File: src/rtl/mult128_ctrl.sv
// ============================================================================
// Module      : mult128_ctrl
// Description : Sequencer for a chunked 128x128 multiplier: loads operands,
//               waits for FINAL, reads back the 256-bit product.
//               Optional WAIT timeout enabled by MULT128_CTRL_TIMEOUT_EN.
// Revision    : 1.0 - initial release
// ============================================================================
`default_nettype none

module mult128_ctrl #(
    parameter int TIMEOUT_CYC = 64
) (
    input  logic         clk,
    input  logic         reset,
    input  logic         start,
    input  logic [127:0] op_a,
    input  logic [127:0] op_b,
    output logic         busy,
    output logic         done,
    output logic         err,
    output logic [255:0] result,
    output logic [31:0]  in_loc,
    output logic [31:0]  in_val,
    output logic [31:0]  ctrl_reg,
    input  logic [31:0]  out_loc,
    input  logic [31:0]  out_val,
    input  logic [31:0]  state_reg
);

    typedef enum logic [2:0] {
        S_IDLE  = 3'd0,
        S_LOAD  = 3'd1,
        S_WAIT  = 3'd2,
        S_READ  = 3'd3,
        S_DRAIN = 3'd4,
        S_DONE  = 3'd5
    } state_t;

    state_t       r_state;
    logic [2:0]   r_cnt;
    logic [255:0] r_ops;
    logic [255:0] r_result;
    logic         r_busy;
    logic         r_done;
    logic [31:0]  r_in_loc;
    logic [31:0]  r_in_val;
    logic [31:0]  r_ctrl;

    logic [2:0]   w_next;
    logic [2:0]   w_slot;
    logic         w_capture;
    logic         w_loc_ok;

    assign w_next    = r_cnt + 3'd1;
    // out_loc 1..8 maps to slot 0..7; the 3-bit wrap makes 8 land on slot 7
    assign w_slot    = out_loc[2:0] - 3'd1;
    assign w_loc_ok  = (out_loc >= 32'd1) && (out_loc <= 32'd8);
    // Multiplier answers one cycle after each read address, so the window
    // is shifted by one: READ cycles 1..7 plus DRAIN.
    assign w_capture = ((r_state == S_READ) && (r_cnt != 3'd0)) || (r_state == S_DRAIN);

`ifdef MULT128_CTRL_TIMEOUT_EN
    logic        r_err;
    logic [31:0] r_wcnt;
    assign err = r_err;
`else
    wire [31:0] w_unused_timeout = TIMEOUT_CYC;
    assign err = 1'b0;
`endif

    always_ff @(posedge clk) begin
        if (reset) begin
            r_state  <= S_IDLE;
            r_cnt    <= 3'd0;
            r_ops    <= '0;
            r_result <= '0;
            r_busy   <= 1'b0;
            r_done   <= 1'b0;
            r_in_loc <= 32'd0;
            r_in_val <= 32'd0;
            r_ctrl   <= 32'd0;
`ifdef MULT128_CTRL_TIMEOUT_EN
            r_err    <= 1'b0;
            r_wcnt   <= 32'd0;
`endif
        end else begin
            r_done <= 1'b0;
            case (r_state)
                S_IDLE: begin
                    if (start) begin
                        r_ops    <= {op_b, op_a};
                        r_state  <= S_LOAD;
                        r_busy   <= 1'b1;
                        r_cnt    <= 3'd0;
                        r_in_loc <= 32'd1;
                        r_in_val <= op_a[31:0];
                        r_ctrl   <= 32'd0;
`ifdef MULT128_CTRL_TIMEOUT_EN
                        r_err    <= 1'b0;
`endif
                    end
                end
                S_LOAD: begin
                    if (r_cnt == 3'd7) begin
                        r_state  <= S_WAIT;
                        r_ctrl   <= 32'd1;
                        r_in_loc <= 32'd0;
                        r_in_val <= 32'd0;
`ifdef MULT128_CTRL_TIMEOUT_EN
                        r_wcnt   <= 32'd0;
`endif
                    end else begin
                        r_cnt    <= w_next;
                        r_in_loc <= {29'd0, r_cnt} + 32'd2;
                        r_in_val <= r_ops[{w_next, 5'd0} +: 32];
                    end
                end
                S_WAIT: begin
                    if (state_reg == 32'd2) begin
                        r_state  <= S_READ;
                        r_cnt    <= 3'd0;
                        r_in_loc <= 32'd8;
                    end
`ifdef MULT128_CTRL_TIMEOUT_EN
                    else if (r_wcnt == 32'(TIMEOUT_CYC - 1)) begin
                        r_state  <= S_DONE;
                        r_ctrl   <= 32'd0;
                        r_done   <= 1'b1;
                        r_err    <= 1'b1;
                        r_result <= '0;
                    end else begin
                        r_wcnt   <= r_wcnt + 32'd1;
                    end
`endif
                end
                S_READ: begin
                    if (r_cnt == 3'd7) begin
                        r_state  <= S_DRAIN;
                        r_in_loc <= 32'd0;
                    end else begin
                        r_cnt    <= w_next;
                        r_in_loc <= {29'd0, r_cnt} + 32'd9;
                    end
                end
                S_DRAIN: begin
                    r_state <= S_DONE;
                    r_ctrl  <= 32'd0;
                    r_done  <= 1'b1;
                end
                S_DONE: begin
                    r_state <= S_IDLE;
                    r_busy  <= 1'b0;
                end
                default: begin
                    r_state <= S_IDLE;
                    r_busy  <= 1'b0;
                    r_ctrl  <= 32'd0;
                end
            endcase

            if (w_capture && w_loc_ok) begin
                r_result[{w_slot, 5'd0} +: 32] <= out_val;
            end
        end
    end

    assign busy     = r_busy;
    assign done     = r_done;
    assign result   = r_result;
    assign in_loc   = r_in_loc;
    assign in_val   = r_in_val;
    assign ctrl_reg = r_ctrl;

endmodule

`default_nettype wire

File: config.mk
export PLATFORM = sky130hd
export DESIGN_NAME = mult128_ctrl
export DESIGN_NICKNAME = d
export VERILOG_FILES = /design/src/rtl/mult128_ctrl.sv
export SDC_FILE = /design/constraint.sdc
export NUM_CORES = 1
export LEC_CHECK = 0
export BUFFER_PORTS_ARGS = -buffer_cell sky130_fd_sc_hd__buf_4
export CAP_MARGIN = 20
export CORE_AREA = 4 4 275 277
export DETAILED_ROUTE_END_ITERATION = 16
export DIE_AREA = 0 0 279 281
export HOLD_SLACK_MARGIN = 0.15
export PLACE_DENSITY = 0.61
export SLEW_MARGIN = 40
export SYNTH_ARGS = -nofsm -noshare
export SYNTH_HDL_FRONTEND = slang
export SYNTH_SLANG_ARGS = --single-unit
File: constraint.sdc
create_clock -name clk -period 3 [get_ports clk]
set_input_delay 0.9 -clock clk [delete_from_list [all_inputs] [get_ports clk]]
set_output_delay 0.9 -clock clk [all_outputs]
set_load 0.005 [all_outputs]
Word level (Yosys, flattened, before mapping)

Index checks and enable logic that the tools add are counted.
W data, S select, Z words.

$add $sub $neg: 5
Magnitude comparators: 2
Eq/ne operators: 12
Shifts and indexed selects: 3
Mux-type cells: 24
Bitwise logic cells: 2
Reduce and logical (&&, ||, !) cells: 19

Operator list:

| cell                        | count |
|---|---|
| $bwmux W256                 | 1 |
| $shift A32 B10 Y256 const A | 1 |
| $shiftx A256 B9 Y32         | 1 |
| $shiftx A32 B10 Y256        | 1 |
| $mux W32                    | 6 |
| $pmux W32 S4                | 1 |
| $pmux W32 S3                | 1 |
| $pmux W32 S2                | 1 |
| $eq A32 B2 Y1 const B       | 1 |
| $ge A32 B1 Y1 const B       | 1 |
| $le A32 B4 Y1 const B       | 1 |
| $mux W3                     | 7 |
| $pmux W3 S5                 | 1 |
| $neg A8 Y10                 | 1 |
| $eq A3 B3 Y1 const B        | 3 |
| $pmux W3 S3                 | 1 |
| $ne A2 B2 Y1 const B        | 4 |
| $reduce_and A4 Y1           | 2 |
| $eq A3 B2 Y1 const B        | 2 |
| $reduce_and A2 Y1           | 3 |
| $reduce_and A3 Y1           | 2 |
| $reduce_bool A3 Y1          | 2 |
| $add A3 B4 Y5 const B       | 1 |
| $mux W5                     | 1 |
| 17 further kinds            | 21 |

Register bits: 616
Input bits: 355
Output and inout port bits: 355
Word-level logic and storage cells: 76

Depth between registers and ports, before layout

Depth after elaboration: 4
Gate-level depth with buffers: 12
Mapped depth without buffers: 8

Least setup slack after synthesis

No wires, ideal clock.

Path type: input-to-reg
Start point: input port out_loc[0]
End point: register r_result[225] (netlist: result[225])
Setup time: 0.116 ns
Data arrival time: 3.118 ns
Required time: 2.884 ns
Path slack: -0.235 ns
Stages: 10
Path buffers: 3
Path through: inv_1 > ha_1 > nor2b_1 > mux2_2 > or4_4 > buf_2 > or2_1 > clkbuf_1 > buf_2 > a31o_2

Longest elaborated chain between the ends: 4
Elaborated cells on any way between the ends: 9
Those cells by class: 2 x add/sub; 2 x order compare; 2 x shift; 1 x mux; 2 x reduce/logical

RTL lines:

| what                                                               | line | text |
|---|---|---|
| from (decl)                                                        | 25   | `input logic [31:0] out_loc,` |
| $sub A3 B1 Y3                                                      | 56   | `assign w_slot = out_loc[2:0] - 3'd1;` |
| $neg A8 Y10                                                        | 162  | `r_result[{w_slot, 5'd0} +: 32] <= out_val;` |
| $shiftx A32 B10 Y256 / $shift A32 B10 Y256 (equally long branches) | 162  |  |
| $bwmux W256                                                        | 162  |  |
| to (signal, indexed assignment)                                    | 162  |  |
| to (decl)                                                          | 42   | `logic [255:0] r_result;` |

Parallel ways exist; a longest one is shown, timed or not.
A chain may end at the register's enable or synchronous reset.

Worst setup path after layout

Start point: input port out_loc[18]
End point: register r_result[12] (netlist: result[12])

Longest elaborated chain between the ends: 3
Elaborated cells on any way between the ends: 4
Those cells by class: 2 x order compare; 2 x reduce/logical

RTL lines:

| what                                                  | line | text |
|---|---|---|
| $ge A32 B1 Y1 / $le A32 B4 Y1 (equally long branches) | 57   | `assign w_loc_ok = (out_loc >= 32'd1) && (out_loc <= 32'd8);` |
| $logic_and A1 B1 Y1 (*)                               | 57   |  |
| $logic_and A1 B1 Y1 (*)                               | 161  | `if (w_capture && w_loc_ok) begin` |

Mark *: on every way between the ends. The rest lies on a longest branch, timed or not.

==> summary.txt <==
Timing
  – Setup WS post-layout: roughly 0.22 ns
  – Final min period: roughly 2.8 ns
  – Max Fclk: 360 MHz
  – Clock skew: around 0.036 ns
  – Final Cycle Share: 0.925
  – Final setup fails: 0
  – Slew @ Worst Pin: 0.784 ns
  – Pins Over Slew Limit: 0
  – RSZ-0062 raised after global routing: false
  – Relative slew slack: 0.477
  – TNS Setup: 0 ns
  – Final Hold Fails: 0

Clocking
  – Post-cts repair resize count: 0
  – Post-CTS Setup Inserts: 0
  – Number of hold buffers added after cts: 0
  – CTS tree: yes
  – CTS clock-pin slew for the worst setup and hold paths: approximately 0.06 ns
  – CTS sink count: 557
  – CTS buffer count: 60
  – Skew-Pair Late Insertion Delay: 0.64 ns
  – Root buf cell: clkbuf_16
  – CTS Buffer Depth: 3
  – CTS H-tree depth: 2

Synth
  – Avg Synthesized Cell Area: 8.83 um^2
  – Synth Cell Area: between 20000 and 25000 um^2
  – FFs w/ async S/R, synth: 0
  – Mapped Cells: roughly 2600
  – Synth cell types: 47
  – Top FF cell, synth: dfxtp_1
  – EDFF count, synth: 0
  – Synth Register Bits: 557
  – Synth area leaders: dfxtp_1 48%, nand2_1 13%, mux4_2 6.3%, a31o_2 6.2%, a21oi_1 5.7%
  – Syn. warnings: 0
  – Synth area leader: dfxtp_1
  – Top-count cell post-synth: nand2_1
  – Register area share after synthesis: 0.485
  – Post-synth top cells: 776 x nand2_1, 557 x dfxtp_1, 261 x a21oi_1, 204 x clkbuf_1, 167 x nor3_1
  – Post-synth top area share: 0.485

Floorplanning
  – Io pins: between 700 and 800
  – Num rows: between 90 and 100
  – Starting Density: 0.316
  – Core Area: 72800 um^2
  – Die area: 78400 um^2
  – Chip width: ~280 um
  – Die height: ~280 um

GRT
  – Initial antenna violation count: 16
  – Total GRT Usage: 0.210
  – Vias in the first global route: about 20000
  – Global-route wire length before repair: roughly 130000 um
  – Remaining global-route overflow: 0
  – Largest net degree at the start of global routing: between 150 and 200

Placed design
  – I/O Buffers: ~650
  – Half-perimeter wire length of the detailed placement result: approximately 65000 um
  – Pre-CTS WS: -0.418 ns
  – Placer Congestion: around 0.84

Route
  – Vias: about 21000
  – DRC Markers: 0
  – WL/cell: between 20 and 25 um
  – Final wirelength: a little under 90000 um
  – First DRT Iteration DRCs: 1569
  – Vias/cell: between 4 and 5
  – DRT Pass-1 Iters: 5
  – Post-DRT Antenna Nets: 0

Setup path
  – Worst Setup Start Kind: primary input
  – Max stage delay on crit path: 0.68 ns
  – Kind of critical path: primary input to register
  – CP Cell Sequence: buf_4 -> nor4_1 -> nand4_1 -> buf_4 -> or4_4 -> or4b_2 -> buf_12 -> mux2i_1
  – Critical path's most frequent cell: buf_4
  – Required @ worst endpoint: 3.49 ns
  – Worst EP arrival: between 3 and 4 ns
  – Worst Path Max Fanout: 32
  – Slowest stage cell on the critical path: or4b_2
  – Worst setup EP type: register

Final layout
  – Syn-to-layout area delta: 34.5%
  – Layout cells sized above 1: 0.345
  – # fillers: 7349
  – Nets: approximately 3500

Run status
  – Status: finished, final reports clean

Hold path
  – Hold crit path type: register to register

Power
  – P per Cell Area: between 500 and 600 nW/um^2
  – Power Total: 17.0 mW
  – Leakage power: about 13 nW
  – Max rail drop VDD: roughly 0.53 mV

Run
  – Max Cap Violations: 0
[layout by cell type, fill, tap and decap left out, drive strengths merged, types with 13 or more instances in the layout]
cell type	instances
nand2	776
buf	726
dfxtp	557
a21oi	261
nor3	168
a31o	162
mux2i	97
clkbuf	87
mux4	64
conb	60
nor2	43
o21ai	38
mux2	35
a211oi	32
clkinv	15
nor4	13
[metrics by stage]
stage / utilization / cell area, um^2 / hold slack (ns) / cells
floorplan: - / 23300 / 0.433 / 2664
global placement: 0.397 / 28900 / 0.440 / 4057
detailed placement: 0.397 / 28900 / 0.443 / 4057
CTS: 0.425 / 30900 / 0.452 / 4167
global route: 0.425 / 30900 / 0.465 / 4171
finish: 0.425 / 30900 / 0.449 / 4174
[area by class of cell]
class	instances	area, um^2	area share
repair buffers	726	5780	0.187
inverters	6	35.0	0.00113
diodes	7	17.5	0.000566
clock buffers	87	1760	0.0570
multi-input cells	1809	10700	0.347
flip-flops and latches	557	11200	0.361
clock inverters	23	249	0.00805
well taps	959	1200	0.0388
[worst max-delay path: cells and delay by family]
family | cells | cell delay, ns
mux | 1 | 0.15
buf+inv | 3 | 0.49
simple gates | 4 | 1.67
[per-layer routing]
metal	global-route usage	part of all wire
met5	0	0.0013
met2	0.374	0.51
met3	0.0728	0.092
met4	0.0725	0.033
met1	0.234	0.37
[power by group]
| part | total, mW | switching [mW] | leakage, nW | internal [mW] |
|---|---|---|---|---|
| Clock | 7.47 | 3.20 | 0.982 | 4.27 |
| Sequential | 7.76 | 0.122 | 4.53 | 7.64 |
| Combinational | 1.81 | 1.01 | 7.18 | 0.799 |
| Total | 17.0 | 4.33 | 12.7 | 12.7 |
[cells by family after synthesis]
kind of cell	after synthesis	share of synthesized area
DFF	557	0.485
muxes	196	0.122
xor gates and xnor gates	2	0.000762
buffers and inverters	298	0.0609
other	1	0.000163
adders and majority gates	10	0.00544
and+or+nand+nor	1040	0.186
AOI/OAI and AO/OA	501	0.140
[worst paths after layout]
| path | start | to | slack [ns] | cells past startpoint |
|---|---|---|---|---|
| max | out_loc[18] | result[12] | 0.22 | 8 |
| max reg2reg | r_cnt[1] | result[12] | 0.25 | 8 |
| min | r_ops[107] | r_ops[107] | 0.45 | 2 |
| min reg2reg | r_ops[107] | r_ops[107] | 0.45 | 2 |
Power figures use the tool's default switching activity.
